$ cat config.mk
export PLATFORM = sky130hd
export DESIGN_NAME = casex_match_sequencer_flat
export DESIGN_NICKNAME = d
export VERILOG_FILES = /design/src/rtl/casex_match_pkg.sv /design/src/rtl/casex_match_sequencer_if.sv /design/src/rtl/casex_match_cmp.sv /design/src/rtl/casex_match_sequencer.sv /design/src/flat_wrapper.sv
export SDC_FILE = /design/constraint.sdc
export NUM_CORES = 1
export LEC_CHECK = 0
export ABC_AREA = 0
export BUFFER_PORTS_ARGS = -buffer_cell sky130_fd_sc_hd__buf_4
export CORE_MARGIN = 2
export CORE_UTILIZATION = 60
export CTS_BUF_LIST = sky130_fd_sc_hd__clkbuf_4 sky130_fd_sc_hd__clkbuf_8
export DETAILED_ROUTE_END_ITERATION = 7
export PLACE_DENSITY = 0.79
export SYNTH_ARGS = -nofsm -noshare
export SYNTH_HDL_FRONTEND = slang
export SYNTH_SLANG_ARGS = --single-unit
$ cat constraint.sdc
create_clock -name clk -period 7 [get_ports clk]
set_input_delay 1.75 -clock clk [delete_from_list [all_inputs] [get_ports clk]]
set_output_delay 1.75 -clock clk [all_outputs]
set_load 0.05 [all_outputs]
$ cat src/rtl/casex_match_pkg.sv
// Shared types and the masked-compare rule for the casex match sequencer.
// Optional key mask: CASEX_MATCH_KEY_MASK_EN (used by the cmp, if and top files).
package casex_match_pkg;

    typedef enum logic [1:0] {
        ST_IDLE = 2'd0,
        ST_SCAN = 2'd1,
        ST_RESP = 2'd2
    } state_e;

    // Compare operands are zero-extended to this width; WIDTH must not exceed it.
    localparam int CMP_MAX_W = 32;

    function automatic logic mask_match(input logic [CMP_MAX_W-1:0] key,
                                        input logic [CMP_MAX_W-1:0] pat,
                                        input logic [CMP_MAX_W-1:0] care);
        return ((key ^ pat) & care) == '0;
    endfunction

endpackage

$ cat src/rtl/casex_match_sequencer_if.sv
// Config, request and response bundle for casex_match_sequencer.
// req_care exists only when CASEX_MATCH_KEY_MASK_EN is defined.
interface casex_match_sequencer_if #(
    parameter int WIDTH  = 4,
    parameter int DEPTH  = 8,
    parameter int DATA_W = 8
);
    localparam int IDX_W = $clog2(DEPTH);

    logic              cfg_valid;
    logic              cfg_ready;
    logic [IDX_W-1:0]  cfg_idx;
    logic              cfg_en;
    logic [WIDTH-1:0]  cfg_pat;
    logic [WIDTH-1:0]  cfg_care;
    logic [DATA_W-1:0] cfg_data;
    logic [DATA_W-1:0] cfg_default;

    logic              req_valid;
    logic              req_ready;
    logic [WIDTH-1:0]  req_key;
`ifdef CASEX_MATCH_KEY_MASK_EN
    logic [WIDTH-1:0]  req_care;
`endif

    logic              rsp_valid;
    logic              rsp_ready;
    logic              rsp_hit;
    logic [IDX_W-1:0]  rsp_idx;
    logic [DATA_W-1:0] rsp_data;

    modport master (
        output cfg_valid, cfg_idx, cfg_en, cfg_pat, cfg_care, cfg_data, cfg_default,
        output req_valid, req_key,
`ifdef CASEX_MATCH_KEY_MASK_EN
        output req_care,
`endif
        output rsp_ready,
        input  cfg_ready, req_ready, rsp_valid, rsp_hit, rsp_idx, rsp_data
    );

    modport slave (
        input  cfg_valid, cfg_idx, cfg_en, cfg_pat, cfg_care, cfg_data, cfg_default,
        input  req_valid, req_key,
`ifdef CASEX_MATCH_KEY_MASK_EN
        input  req_care,
`endif
        input  rsp_ready,
        output cfg_ready, req_ready, rsp_valid, rsp_hit, rsp_idx, rsp_data
    );

endinterface

$ cat src/rtl/casex_match_cmp.sv
// Single-entry don't-care compare: hit when enabled and all cared bits agree.
// With CASEX_MATCH_KEY_MASK_EN, key bits cleared in req_care_i also match anything.
module casex_match_cmp
    import casex_match_pkg::*;
#(
    parameter int WIDTH = 4
) (
    input  logic [WIDTH-1:0] key_i,
    input  logic [WIDTH-1:0] pat_i,
    input  logic [WIDTH-1:0] care_i,
`ifdef CASEX_MATCH_KEY_MASK_EN
    input  logic [WIDTH-1:0] req_care_i,
`endif
    input  logic             en_i,
    output logic             hit_o
);

    logic [CMP_MAX_W-1:0] key_w;
    logic [CMP_MAX_W-1:0] pat_w;
    logic [CMP_MAX_W-1:0] care_w;

    always_comb begin
        key_w  = '0;
        pat_w  = '0;
        care_w = '0;
        key_w[WIDTH-1:0] = key_i;
        pat_w[WIDTH-1:0] = pat_i;
`ifdef CASEX_MATCH_KEY_MASK_EN
        care_w[WIDTH-1:0] = care_i & req_care_i;
`else
        care_w[WIDTH-1:0] = care_i;
`endif
    end

    assign hit_o = en_i & mask_match(key_w, pat_w, care_w);

endmodule

$ cat src/rtl/casex_match_sequencer.sv
// Sequential first-match lookup over a DEPTH-entry pattern/care table, one entry per cycle.
// Optional per-request key mask: CASEX_MATCH_KEY_MASK_EN.
//
// state   | meaning
// IDLE    | ready for a table write or a lookup request (cfg wins)
// SCAN    | comparing entry scan_q against the latched key
// RESP    | result held on rsp_* until rsp_ready
module casex_match_sequencer
    import casex_match_pkg::*;
#(
    parameter int WIDTH  = 4,
    parameter int DEPTH  = 8,
    parameter int DATA_W = 8
) (
    input  logic                    clk,
    input  logic                    rst_n,
    casex_match_sequencer_if.slave  bus
);

    localparam int               IDX_W    = $clog2(DEPTH);
    localparam logic [IDX_W-1:0] LAST_IDX = IDX_W'(DEPTH - 1);

    logic [DEPTH-1:0]  en_q;
    logic [WIDTH-1:0]  pat_q  [DEPTH];
    logic [WIDTH-1:0]  care_q [DEPTH];
    logic [DATA_W-1:0] data_q [DEPTH];

    state_e            state_q;
    logic              rdy_q;
    logic [IDX_W-1:0]  scan_q;
    logic [IDX_W-1:0]  scan_d;
    logic [WIDTH-1:0]  key_q;
`ifdef CASEX_MATCH_KEY_MASK_EN
    logic [WIDTH-1:0]  kcare_q;
`endif
    logic [DATA_W-1:0] dflt_q;

    logic              rsp_valid_q;
    logic              rsp_hit_q;
    logic [IDX_W-1:0]  rsp_idx_q;
    logic [DATA_W-1:0] rsp_data_q;

    logic cfg_fire;
    logic req_fire;
    logic hit;

    // A pending cfg write masks req_ready so a request is never seen as taken while deferred.
    assign bus.cfg_ready = rdy_q;
    assign bus.req_ready = rdy_q & ~bus.cfg_valid;
    assign bus.rsp_valid = rsp_valid_q;
    assign bus.rsp_hit   = rsp_hit_q;
    assign bus.rsp_idx   = rsp_idx_q;
    assign bus.rsp_data  = rsp_data_q;

    assign cfg_fire = bus.cfg_valid & rdy_q;
    assign req_fire = bus.req_valid & bus.req_ready;
    assign scan_d   = scan_q + 1'b1;

    casex_match_cmp #(.WIDTH(WIDTH)) u_cmp (
        .key_i      (key_q),
        .pat_i      (pat_q[scan_q]),
        .care_i     (care_q[scan_q]),
`ifdef CASEX_MATCH_KEY_MASK_EN
        .req_care_i (kcare_q),
`endif
        .en_i       (en_q[scan_q]),
        .hit_o      (hit)
    );

    always_ff @(posedge clk or negedge rst_n) begin
        if (!rst_n) begin
            state_q     <= ST_IDLE;
            rdy_q       <= 1'b0;
            scan_q      <= '0;
            key_q       <= '0;
`ifdef CASEX_MATCH_KEY_MASK_EN
            kcare_q     <= '0;
`endif
            dflt_q      <= '0;
            rsp_valid_q <= 1'b0;
            rsp_hit_q   <= 1'b0;
            rsp_idx_q   <= '0;
            rsp_data_q  <= '0;
            en_q        <= '0;
            for (int i = 0; i < DEPTH; i++) begin
                pat_q[i]  <= '0;
                care_q[i] <= '0;
                data_q[i] <= '0;
            end
        end else begin
            case (state_q)
                ST_IDLE: begin
                    rdy_q <= 1'b1;
                    if (cfg_fire) begin
                        en_q[bus.cfg_idx]   <= bus.cfg_en;
                        pat_q[bus.cfg_idx]  <= bus.cfg_pat;
                        care_q[bus.cfg_idx] <= bus.cfg_care;
                        data_q[bus.cfg_idx] <= bus.cfg_data;
                    end else if (req_fire) begin
                        key_q   <= bus.req_key;
`ifdef CASEX_MATCH_KEY_MASK_EN
                        kcare_q <= bus.req_care;
`endif
                        dflt_q  <= bus.cfg_default;
                        scan_q  <= '0;
                        rdy_q   <= 1'b0;
                        state_q <= ST_SCAN;
                    end
                end
                ST_SCAN: begin
                    if (hit) begin
                        rsp_valid_q <= 1'b1;
                        rsp_hit_q   <= 1'b1;
                        rsp_idx_q   <= scan_q;
                        rsp_data_q  <= data_q[scan_q];
                        state_q     <= ST_RESP;
                    end else if (scan_q == LAST_IDX) begin
                        rsp_valid_q <= 1'b1;
                        rsp_hit_q   <= 1'b0;
                        rsp_idx_q   <= '0;
                        rsp_data_q  <= dflt_q;
                        state_q     <= ST_RESP;
                    end else begin
                        scan_q <= scan_d;
                    end
                end
                ST_RESP: begin
                    if (bus.rsp_ready) begin
                        rsp_valid_q <= 1'b0;
                        rsp_hit_q   <= 1'b0;
                        rsp_idx_q   <= '0;
                        rsp_data_q  <= '0;
                        rdy_q       <= 1'b1;
                        state_q     <= ST_IDLE;
                    end
                end
                default: begin
                    state_q <= ST_IDLE;
                end
            endcase
        end
    end

endmodule

$ cat src/flat_wrapper.sv
// flat-port wrapper written by rule: the top's interface ports become plain ports
module casex_match_sequencer_flat import casex_match_pkg::*;
#(
    parameter int WIDTH  = 4,
    parameter int DEPTH  = 8,
    parameter int DATA_W = 8
)
  (clk, rst_n, bus_cfg_valid, bus_cfg_idx, bus_cfg_en, bus_cfg_pat, bus_cfg_care, bus_cfg_data, bus_cfg_default, bus_req_valid, bus_req_key, bus_rsp_ready, bus_cfg_ready, bus_req_ready, bus_rsp_valid, bus_rsp_hit, bus_rsp_idx, bus_rsp_data);
  casex_match_sequencer_if #(.WIDTH(WIDTH), .DEPTH(DEPTH), .DATA_W(DATA_W)) bus_i ();
  input  logic clk;
  input  logic rst_n;
  input wire logic [$bits(bus_i.cfg_valid)-1:0] bus_cfg_valid;
  input wire logic [$bits(bus_i.cfg_idx)-1:0] bus_cfg_idx;
  input wire logic [$bits(bus_i.cfg_en)-1:0] bus_cfg_en;
  input wire logic [$bits(bus_i.cfg_pat)-1:0] bus_cfg_pat;
  input wire logic [$bits(bus_i.cfg_care)-1:0] bus_cfg_care;
  input wire logic [$bits(bus_i.cfg_data)-1:0] bus_cfg_data;
  input wire logic [$bits(bus_i.cfg_default)-1:0] bus_cfg_default;
  input wire logic [$bits(bus_i.req_valid)-1:0] bus_req_valid;
  input wire logic [$bits(bus_i.req_key)-1:0] bus_req_key;
  input wire logic [$bits(bus_i.rsp_ready)-1:0] bus_rsp_ready;
  output wire logic [$bits(bus_i.cfg_ready)-1:0] bus_cfg_ready;
  output wire logic [$bits(bus_i.req_ready)-1:0] bus_req_ready;
  output wire logic [$bits(bus_i.rsp_valid)-1:0] bus_rsp_valid;
  output wire logic [$bits(bus_i.rsp_hit)-1:0] bus_rsp_hit;
  output wire logic [$bits(bus_i.rsp_idx)-1:0] bus_rsp_idx;
  output wire logic [$bits(bus_i.rsp_data)-1:0] bus_rsp_data;
  assign bus_i.cfg_valid = bus_cfg_valid;
  assign bus_i.cfg_idx = bus_cfg_idx;
  assign bus_i.cfg_en = bus_cfg_en;
  assign bus_i.cfg_pat = bus_cfg_pat;
  assign bus_i.cfg_care = bus_cfg_care;
  assign bus_i.cfg_data = bus_cfg_data;
  assign bus_i.cfg_default = bus_cfg_default;
  assign bus_i.req_valid = bus_req_valid;
  assign bus_i.req_key = bus_req_key;
  assign bus_i.rsp_ready = bus_rsp_ready;
  assign bus_cfg_ready = bus_i.cfg_ready;
  assign bus_req_ready = bus_i.req_ready;
  assign bus_rsp_valid = bus_i.rsp_valid;
  assign bus_rsp_hit = bus_i.rsp_hit;
  assign bus_rsp_idx = bus_i.rsp_idx;
  assign bus_rsp_data = bus_i.rsp_data;
  casex_match_sequencer #(.WIDTH(WIDTH), .DEPTH(DEPTH), .DATA_W(DATA_W)) u_core (.clk(clk), .rst_n(rst_n), .bus(bus_i));
endmodule
Word level (Yosys, flattened, before mapping)
Index checks and enable logic that the tools add are counted.

Register bits after elaboration: 167. Bits of input ports: 37. Output and inout port bits: 15. Logic and storage cells: 124.

$add $sub $neg: 1. Magnitude comparators: 6. Eq/ne operators: 9. Multiplexer cells: 51. Bitwise operators: 10. Reduce and logical (&&, ||, !) cells: 13.

Operators by type and width (number): 32-bit bitwise mux (2); 64-bit bitwise mux (1); 8-bit 2-to-1 mux (6); 32-bit by 4-bit bitwise AND with 32-bit output (1); 32-bit logical NOT (1); 4-bit binary-select mux with 3-bit select (2); 8-bit binary-select mux with 3-bit select (1); 8-bit demux with 3-bit select (1); 3-bit 2-to-1 mux (7); 4-bit 2-to-1 mux (5); 8-bit case mux with 2 select lines (1); 4-bit demux with 3-bit select (1); 3-bit case mux with 2 select lines (2); 1-bit 2-to-1 mux (10); 2-bit 2-to-1 mux (5); 8-bit bitwise mux (1); 4-bit greater-or-equal comparator, second input constant (2); 3-bit by 4-bit less-than comparator with 1-bit output, second input constant (2); 2-bit != test, second input constant (4); 3-bit inverter with 4-bit output (2); 1-bit case mux with 2 select lines (3); 2-bit case mux with 3 select lines (1); 3-bit AND reduction (2); 2-bit nonzero test (3); other kinds (18) (24).

Logic depth before layout (Yosys ltp)
Gate-level depths: netlist of run 1.

Word-level depth: 10. Depth in mapped cells: 11. Mapped depth without buffers: 7.

Hierarchy
A second synthesis of run 1 with hierarchy kept.

Cell total of the unflattened synthesis: 475. Area total of the unflattened synthesis: 7677.4 sq um.

By module, submodules not included: casex_match_sequencer (instances 1, cells each 468, area an instance 7622.3 sq um, seq. area each 4179.0 sq um); casex_match_cmp (instances 1, cells each 7, area an instance 55.1 sq um, seq. area each 0.0 sq um).

Worst setup path after synthesis of run 1
OpenSTA, ideal clock, no wires.

Path type: input-to-output. From: input bus_cfg_valid. To: output bus_req_ready. Data arrival time: 2.459 ns. Data required time: 5.250 ns. Path slack: 2.791 ns. Stages on the path: 1. Path through: nor2b_1.

Longest elaborated chain between the ends: 2.

RTL lines: start, declared (RTL line flat_wrapper.sv:12) `input wire logic [$bits(bus_i.cfg_valid)-1:0] bus_cfg_valid;`; 1-bit inverter (RTL line casex_match_sequencer.sv:49) `assign bus.req_ready = rdy_q & ~bus.cfg_valid;`; 1-bit bitwise AND (RTL line casex_match_sequencer.sv:49); end, declared (RTL line flat_wrapper.sv:23) `output wire logic [$bits(bus_i.req_ready)-1:0] bus_req_ready;`.

Every way passes these cells.

Worst setup path in the final report of run 1
From: register u_core.scan_q[0]. To: register u_core.rsp_idx_q[2] (netlist: u_core.bus.rsp_idx[2]).

Longest elaborated chain between the ends: 10. Elaborated cells on any way between the ends: 18.

RTL lines: start, declared (RTL line casex_match_sequencer.sv:30) `logic [IDX_W-1:0] scan_q;`; start signal, assigned (RTL line casex_match_sequencer.sv:124) `scan_q <= scan_d;`; 3-bit inverter with 4-bit output (not written as such) (RTL line casex_match_sequencer.sv:61, casex_match_sequencer.sv:62); 4-bit binary-select mux with 3-bit select (RTL line casex_match_sequencer.sv:61) `.pat_i (pat_q[scan_q]),`; 4-bit 2-to-1 mux (not written as such) (2 in series) (RTL line casex_match_sequencer.sv:61); 4-bit bitwise XOR (RTL line casex_match_pkg.sv:17) `return ((key ^ pat) & care) == '0;`; 32-bit by 4-bit bitwise AND with 32-bit output (RTL line casex_match_pkg.sv:17); 32-bit logical NOT (RTL line casex_match_pkg.sv:17); 1-bit bitwise AND (RTL line casex_match_cmp.sv:35) `assign hit_o = en_i & mask_match(key_w, pat_w, care_w);`; 3-bit by 1-bit != test with 1-bit output (no source line) or 3-bit 2-to-1 mux (tied branches); 3-bit AND reduction (no source line) or 3-bit case mux with 2 select lines (tied branches); end signal, assigned (RTL line casex_match_sequencer.sv:114) `rsp_idx_q <= scan_q;`; end, declared (RTL line casex_match_sequencer.sv:40) `logic [IDX_W-1:0] rsp_idx_q;`.

Parallel ways exist; a longest one is shown, timed or not. The select of a mux whose other input is x is not followed. A chain may end at the register's enable or synchronous reset.

==> summary.txt, run 1 <==
Seq cells post-synth = 167
vias in the first global route = 4475
chip width = 117 µm
post-synth top area cell = dfrtp_1
Ports = 52
DP Worst Slack = 3000 ps
HPWL Detailed = 9770 µm
Initial DRT Pass Iterations = 4
data required time of the critical path = 7350 ps
Worst Setup EP = u_core.bus.rsp_idx[2]$_DFFE_PN0P_
Root Buffer = clkbuf_8
leakage dissipation = 3.70 nW
Max VDD drop = 156 µV
# H-tree levels = 4
CTS tree = built
yosys warns = 0
DR vias = 4444
hold_buf cts = 0
Port Buffer Count = 51
Critical Path Source = u_core.scan_q[0]$_DFFE_PN0P_
r2r setup slk = 3020 ps
Layout area overhead = 12.5%
Final Setup Violations = 0
CTS sink cnt = 167
Total Wirelength = 15400 µm
clock latency at the later pin of the worst-skew pair = 460 ps
clk slew on worst S/H paths = 80 ps
crit path max-delay cell type = a221oi_4
first-pass GRT wire length = 24000 µm
Synth top area share = 54.6%
Setup Skew = 13.5 ps
Synth area leaders = dfrtp_1 (55%), mux2_2 (23%), mux4_2 (5.9%)
# DRC = 0
Cell variety after synth = 46
R2R Path End = u_core.bus.rsp_idx[2]$_DFFE_PN0P_
CP max FO = 26
sequential area share after synthesis = 54.6%
initial DRC count = 327
Congestion Overflow GR = 0
f_max = 251 MHz
worst setup margin = 3020 ps
Slew Viols, Final = 0
Final nets = 604
Hold Slack = 490 ps
hold crit path type = reg2reg
Worst Path Arrival = 4330 ps
status = complete, no violations
syn avg cell area = 14.9 µm²
worst-path cell chain = buf_4 > mux4_1 > o311ai_1 > or4b_4 > a221oi_4 > o211ai_4 > a22o_1
share of cells above drive strength 1 = 47.4%
cts repair resizes = 0
Power Dens Cells = 465 nW/µm²
Setup CP Type = reg2reg
normalized max-slew margin = 22.4%
critical path depth in cells = 7
post-detailed-route count of antenna-violating nets = 0
RSZ-0062 raised after global routing = false
total CTS buffers = 17
die area = 13700 µm²
post-route clock period utilization = 56.9%
min cycle time layout = 3980 ps
CORE AREA = 12500 µm²
r2r startpoint = u_core.scan_q[0]$_DFFE_PN0P_
worst slew pin tran = 1160 ps
Initial Util = 61.1%
delay-heaviest family, CP = compound AO/OA/AOI/OAI gates
Post-synth top flop = dfrtp_1
ANT cells = 0
FF-to-FF path depth = 7
CTS Buffer Depth = 2
CP endpoint kind = register
Fin. Hold Viols = 0
GRT Util Overall = 24.0%
startpoint types = register
asr flop ratio synth = 100%
antenna violations before repair = 0
Syn Nets = 554
largest net degree at the start of global routing = 104
Wirelength per Cell = 20.7 µm
RD Place Congestion = 0.806
MaxCap Viol Count = 0
Netlist Area Pre-Place = 7650 µm²
row count = 41
Post-synth EDFFs = 0
Die H = 117 µm
worst path bufs/invs = 1
setup_tns = 0 ps
synthesized instance count = 512
CP peak stage delay = 890 ps
vias per std cell = 5.96
Post-CTS Setup Inserts = 0
-- routing by layer --
| metal | routed length [µm] | vias up | track usage (%) |
|---|---|---|---|
| li1 | - | 1969 | - |
| met2 | 7390 | 86 | 37.3 |
| met5 | 0 | - | 0 |
| met3 | 725 | 24 | 5.05 |
| met4 | 324 | 0 | 9.96 |
| met1 | 6960 | 2365 | 33.4 |
-- logic make-up after synthesis --
group                    after synthesis  share of synthesized area [%]
buffers and inverters                 33                           2.19
multiplexers                         198                           32.4
AND/OR/NAND/NOR                       50                           3.29
flip-flops                           167                           54.6
adder cells (fa/ha/maj)                5                          0.818
AO/OA/AOI/OAI                         40                           4.52
XOR/XNOR                              19                           2.18
-- worst min-delay path by stage --
stage | depth (start not counted) | startpoint | slack, ps | end
6_report | 1 | u_core.bus.rsp_hit$_DFFE_PN0P_ | 490 | u_core.bus.rsp_hit$_DFFE_PN0P_
5_1_grt | 1 | u_core.data_q[8]$_DFFE_PN0P_ | 520 | u_core.data_q[8]$_DFFE_PN0P_
4_1_cts | 1 | u_core.bus.rsp_hit$_DFFE_PN0P_ | 500 | u_core.bus.rsp_hit$_DFFE_PN0P_
3_5_place_dp | 1 | u_core.bus.rsp_hit$_DFFE_PN0P_ | 480 | u_core.bus.rsp_hit$_DFFE_PN0P_
3_3_place_gp | 1 | u_core.bus.rsp_hit$_DFFE_PN0P_ | 470 | u_core.bus.rsp_hit$_DFFE_PN0P_
2_1_floorplan | 1 | u_core.en_q[1]$_DFFE_PN0P_ | 470 | u_core.en_q[1]$_DFFE_PN0P_
-- synthesized netlist by cell type (2+ instances only) --
| cell | number |
|---|---|
| xnor2_1 | 10 |
| inv_1 | 5 |
| mux4_1 | 3 |
| a22o_1 | 3 |
| o211ai_1 | 7 |
| mux2_2 | 155 |
| and2_1 | 2 |
| o32ai_1 | 3 |
| nand2_1 | 17 |
| o21ai_0 | 5 |
| mux2i_1 | 20 |
| mux4_2 | 20 |
| o2bb2ai_1 | 8 |
| xor2_1 | 9 |
| clkbuf_1 | 16 |
| dfrtp_1 | 167 |
| a32oi_1 | 2 |
| buf_6 | 5 |
| buf_1 | 4 |
| ha_1 | 5 |
| nor3_1 | 2 |
| nand2b_1 | 5 |
| nor2b_1 | 3 |
| or3_1 | 2 |
| nand3_1 | 2 |
| nor2_1 | 10 |
| buf_2 | 2 |
| nand4_1 | 2 |
-- cell usage in the layout, fill, tap and decap left out, types with 3 or more instances in the layout --
cell / n
nand2b_1: 5
buf_4: 58
o2bb2ai_1: 8
dfrtp_1: 166
clkbuf_8: 23
o32ai_1: 3
mux2i_1: 20
ha_1: 5
xnor2_1: 10
nor2_1: 9
a22o_1: 3
mux4_1: 3
xor2_1: 9
inv_1: 5
o21ai_0: 5
mux2_2: 155
nor2b_1: 3
bufinv_16: 3
mux4_2: 20
o211ai_1: 7
nand2_1: 17
-- layout make-up --
class                      count  area (µm²)
clock buffer                  24         324
sequential                   167        4180
timing repair buffer          59         447
fill                         906        3910
clock inverter                 7         115
multi-input combinational    312        3300
tap                          172         215
inverter                       5        18.8
-- sequential cells by signal, summed over array words and instances, names as in the netlist --
signal	count
u_core.bus.cfg_ready	1
u_core.bus.rsp_data	8
u_core.bus.rsp_hit	1
u_core.bus.rsp_idx	3
u_core.bus.rsp_valid	1
u_core.care_q	32
u_core.data_q	64
u_core.dflt_q	8
u_core.en_q	8
u_core.key_q	4
u_core.pat_q	32
u_core.scan_q	3
u_core.state_q	2
-- stage by stage --
stage / std cells / area [µm²] / utilization, % / total power, W
2_1_floorplan: 512 / 7650 / - / 0.00290
3_3_place_gp: 715 / 8160 / 65.2 / 0.00318
3_5_place_dp: 715 / 8160 / 65.2 / 0.00328
4_1_cts: 746 / 8600 / 68.7 / 0.00403
5_1_grt: 746 / 8600 / 68.7 / 0.00423
6_report: 746 / 8600 / 68.7 / 0.00400
-- report_power, final --
group / leakage (nW) / internal, W / switching [W]
clock network: 0.220 / 0.000411 / 0.000330
registers: 2.04 / 0.00143 / 0.000300
logic: 1.44 / 0.000830 / 0.000703
Power figures use the tool's default switching activity.
==> inputs of run 2 (changes only) <==
CORE_UTILIZATION = 57   (was 60)
clock period = 3.28 ns   (was 7 ns; I/O delays follow)
==> summary.txt, run 2 (same netlist as run 1, synthesis figures left out) <==
wl on met1 = 7070 µm
chip width = 120 µm
Final Setup Violations = 0
setup_tns = 0 ps
Post-CTS Setup Inserts = 0
share of cells above drive strength 1 = 48.4%
Sw Share = 32.9%
critical path depth in cells = 9
GRT Util Overall = 23.3%
R2R Path End = u_core.bus.rsp_data[6]$_DFFE_PN0P_
Setup CP Type = reg2reg
cts repair resizes = 0
worst slew pin tran = 1090 ps
biggest regs = u_core.data_q x64, u_core.care_q x32, u_core.pat_q x32
Final nets = 614
post-route clock period utilization = 94.6%
fraction of power consumed by combinational cells = 38.9%
uppermost layer routed = met4
r2r startpoint = u_core.scan_q[0]$_DFFE_PN0P_
first-pass GRT wire length = 25400 µm
# H-tree levels = 4
ANT cells = 0
delay-heaviest family, CP = buffers and inverters
Total Wirelength = 15500 µm
r2r setup slk = 180 ps
die area = 14400 µm²
Wirelength per Cell = 20.4 µm
Power Dens Cells = 990 nW/µm²
clk slew on worst S/H paths = 80 ps
startpoint types = register
status = complete, no violations
Max VDD drop = 450 µV
CORE AREA = 13200 µm²
data required time of the critical path = 3590 ps
worst path bufs/invs = 3
RD Place Congestion = 0.785
CP endpoint kind = register
Critical Path Source = u_core.scan_q[0]$_DFFE_PN0P_
f_max = 322 MHz
post-detailed-route count of antenna-violating nets = 0
worst-path cell chain = buf_4 > o32ai_1 > o31ai_1 > or4b_4 > a221oi_4 > buf_4 > buf_4 > mux2i_1 > o2bb2ai_1
leakage dissipation = 3.76 nW
CTS Buffer Depth = 2
Slew Viols, Final = 0
CP max FO = 20
crit path max-delay cell type = dfrtp_2
Initial DRT Pass Iterations = 5
Fin. Hold Viols = 0
Congestion Overflow GR = 0
HPWL Detailed = 10100 µm
RSZ-0062 raised after global routing = false
crit-path most repeated cell = buf_4
# DRC = 0
DR vias = 4477
Root Buffer = clkbuf_8
antenna violations before repair = 0
most common cell after layout, fill and taps aside = dfrtp_1
max FFs per register = 64
CP peak stage delay = 750 ps
clock latency at the later pin of the worst-skew pair = 440 ps
Fill cells = 926
clock share of power = 18.6%
largest net degree at the start of global routing = 57
Psw = 0.00283 W
Initial Util = 58.0%
FF/Latch Area = 4180 µm²
most frequent cells in the layout = dfrtp_1 (166), mux2_2 (155), buf_4 (67), mux2i_1 (20), mux4_2 (20)
hold crit path type = in2async
total CTS buffers = 17
Worst Path Arrival = 3410 ps
Layout area overhead = 13.8%
met2 WL post-DR = 7590 µm
hold_buf cts = 0
Setup Skew = 5.72 ps
Port Buffer Count = 51
vias per std cell = 5.88
min cycle time layout = 3100 ps
Top reg by flops = u_core.data_q
Seq pwr share = 42.5%
area of the multi-input gates = 3300 µm²
Int Power = 0.00578 W
Met3 Wirelength = 594 µm
row count = 42
CTS tree = built
normalized max-slew margin = 27.4%
initial DRC count = 328
MaxCap Viol Count = 0
Ports = 52
Worst Setup EP = u_core.bus.rsp_data[6]$_DFFE_PN0P_
Power, Total = 0.00862 W
Die H = 120 µm
CTS sink cnt = 167
FF-to-FF path depth = 9
vias in the first global route = 4792
run 2: cell types whose count changed in the layout (fill, tap and decap cells not counted), sizes merged:
cell | previous run | this run
buf | 59 | 69
bufinv | 3 | 4
run 2: per-stage QoR:
step / instances / worst slack (ps) / hold slack, ps / cell area [µm²] / util [%]
global route: 761 / 12.3 / 347 / 8700 / 66.0
detailed placement: 729 / 228 / 476 / 8260 / 62.6
finish: 761 / 176 / 319 / 8700 / 66.0
CTS: 761 / 185 / 323 / 8700 / 66.0
floorplan: 512 / 640 / 470 / 7650 / -
global placement: 729 / 273 / 464 / 8260 / 62.6
run 2: cell type report:
class	instances	area share, %
Tap cell	176	2.53
Clock buffer	24	3.44
Multi-Input combinational cell	312	38.0
Sequential cell	167	48.0
Timing Repair Buffer	69	6.14
Inverter	5	0.216
Clock inverter	8	1.67
run 2: worst min path at each step:
stage                                     start                          endpoint  slack [ps]  depth (start not counted)
2_1_floorplan        u_core.en_q[1]$_DFFE_PN0P_        u_core.en_q[1]$_DFFE_PN0P_         470                          1
3_3_place_gp     u_core.bus.rsp_hit$_DFFE_PN0P_    u_core.bus.rsp_hit$_DFFE_PN0P_         460                          1
3_5_place_dp   u_core.bus.rsp_valid$_DFFE_PN0P_  u_core.bus.rsp_valid$_DFFE_PN0P_         480                          1
4_1_cts                                   rst_n       u_core.pat_q[4]$_DFFE_PN0P_         320                          1
5_1_grt                                   rst_n       u_core.pat_q[4]$_DFFE_PN0P_         350                          1
6_report                                  rst_n       u_core.pat_q[4]$_DFFE_PN0P_         320                          1
run 2: per-layer routing:
layer | vias to the layer above | track usage [%]
met3 | 23 | 4.56
met5 | - | 0
met4 | 0 | 7.35
met2 | 90 | 37.2
met1 | 2360 | 32.6
li1 | 2004 | -
run 2: power by group through the flow:
stage	sequential, W	combinational [W]	clock [W]
after floorplan	0.00366	0.00253	0
after global placement	0.00362	0.00322	0
after detailed placement	0.00369	0.00334	0
after CTS	0.00365	0.00337	0.00163
after global routing	0.00377	0.00362	0.00173
final	0.00366	0.00335	0.00160
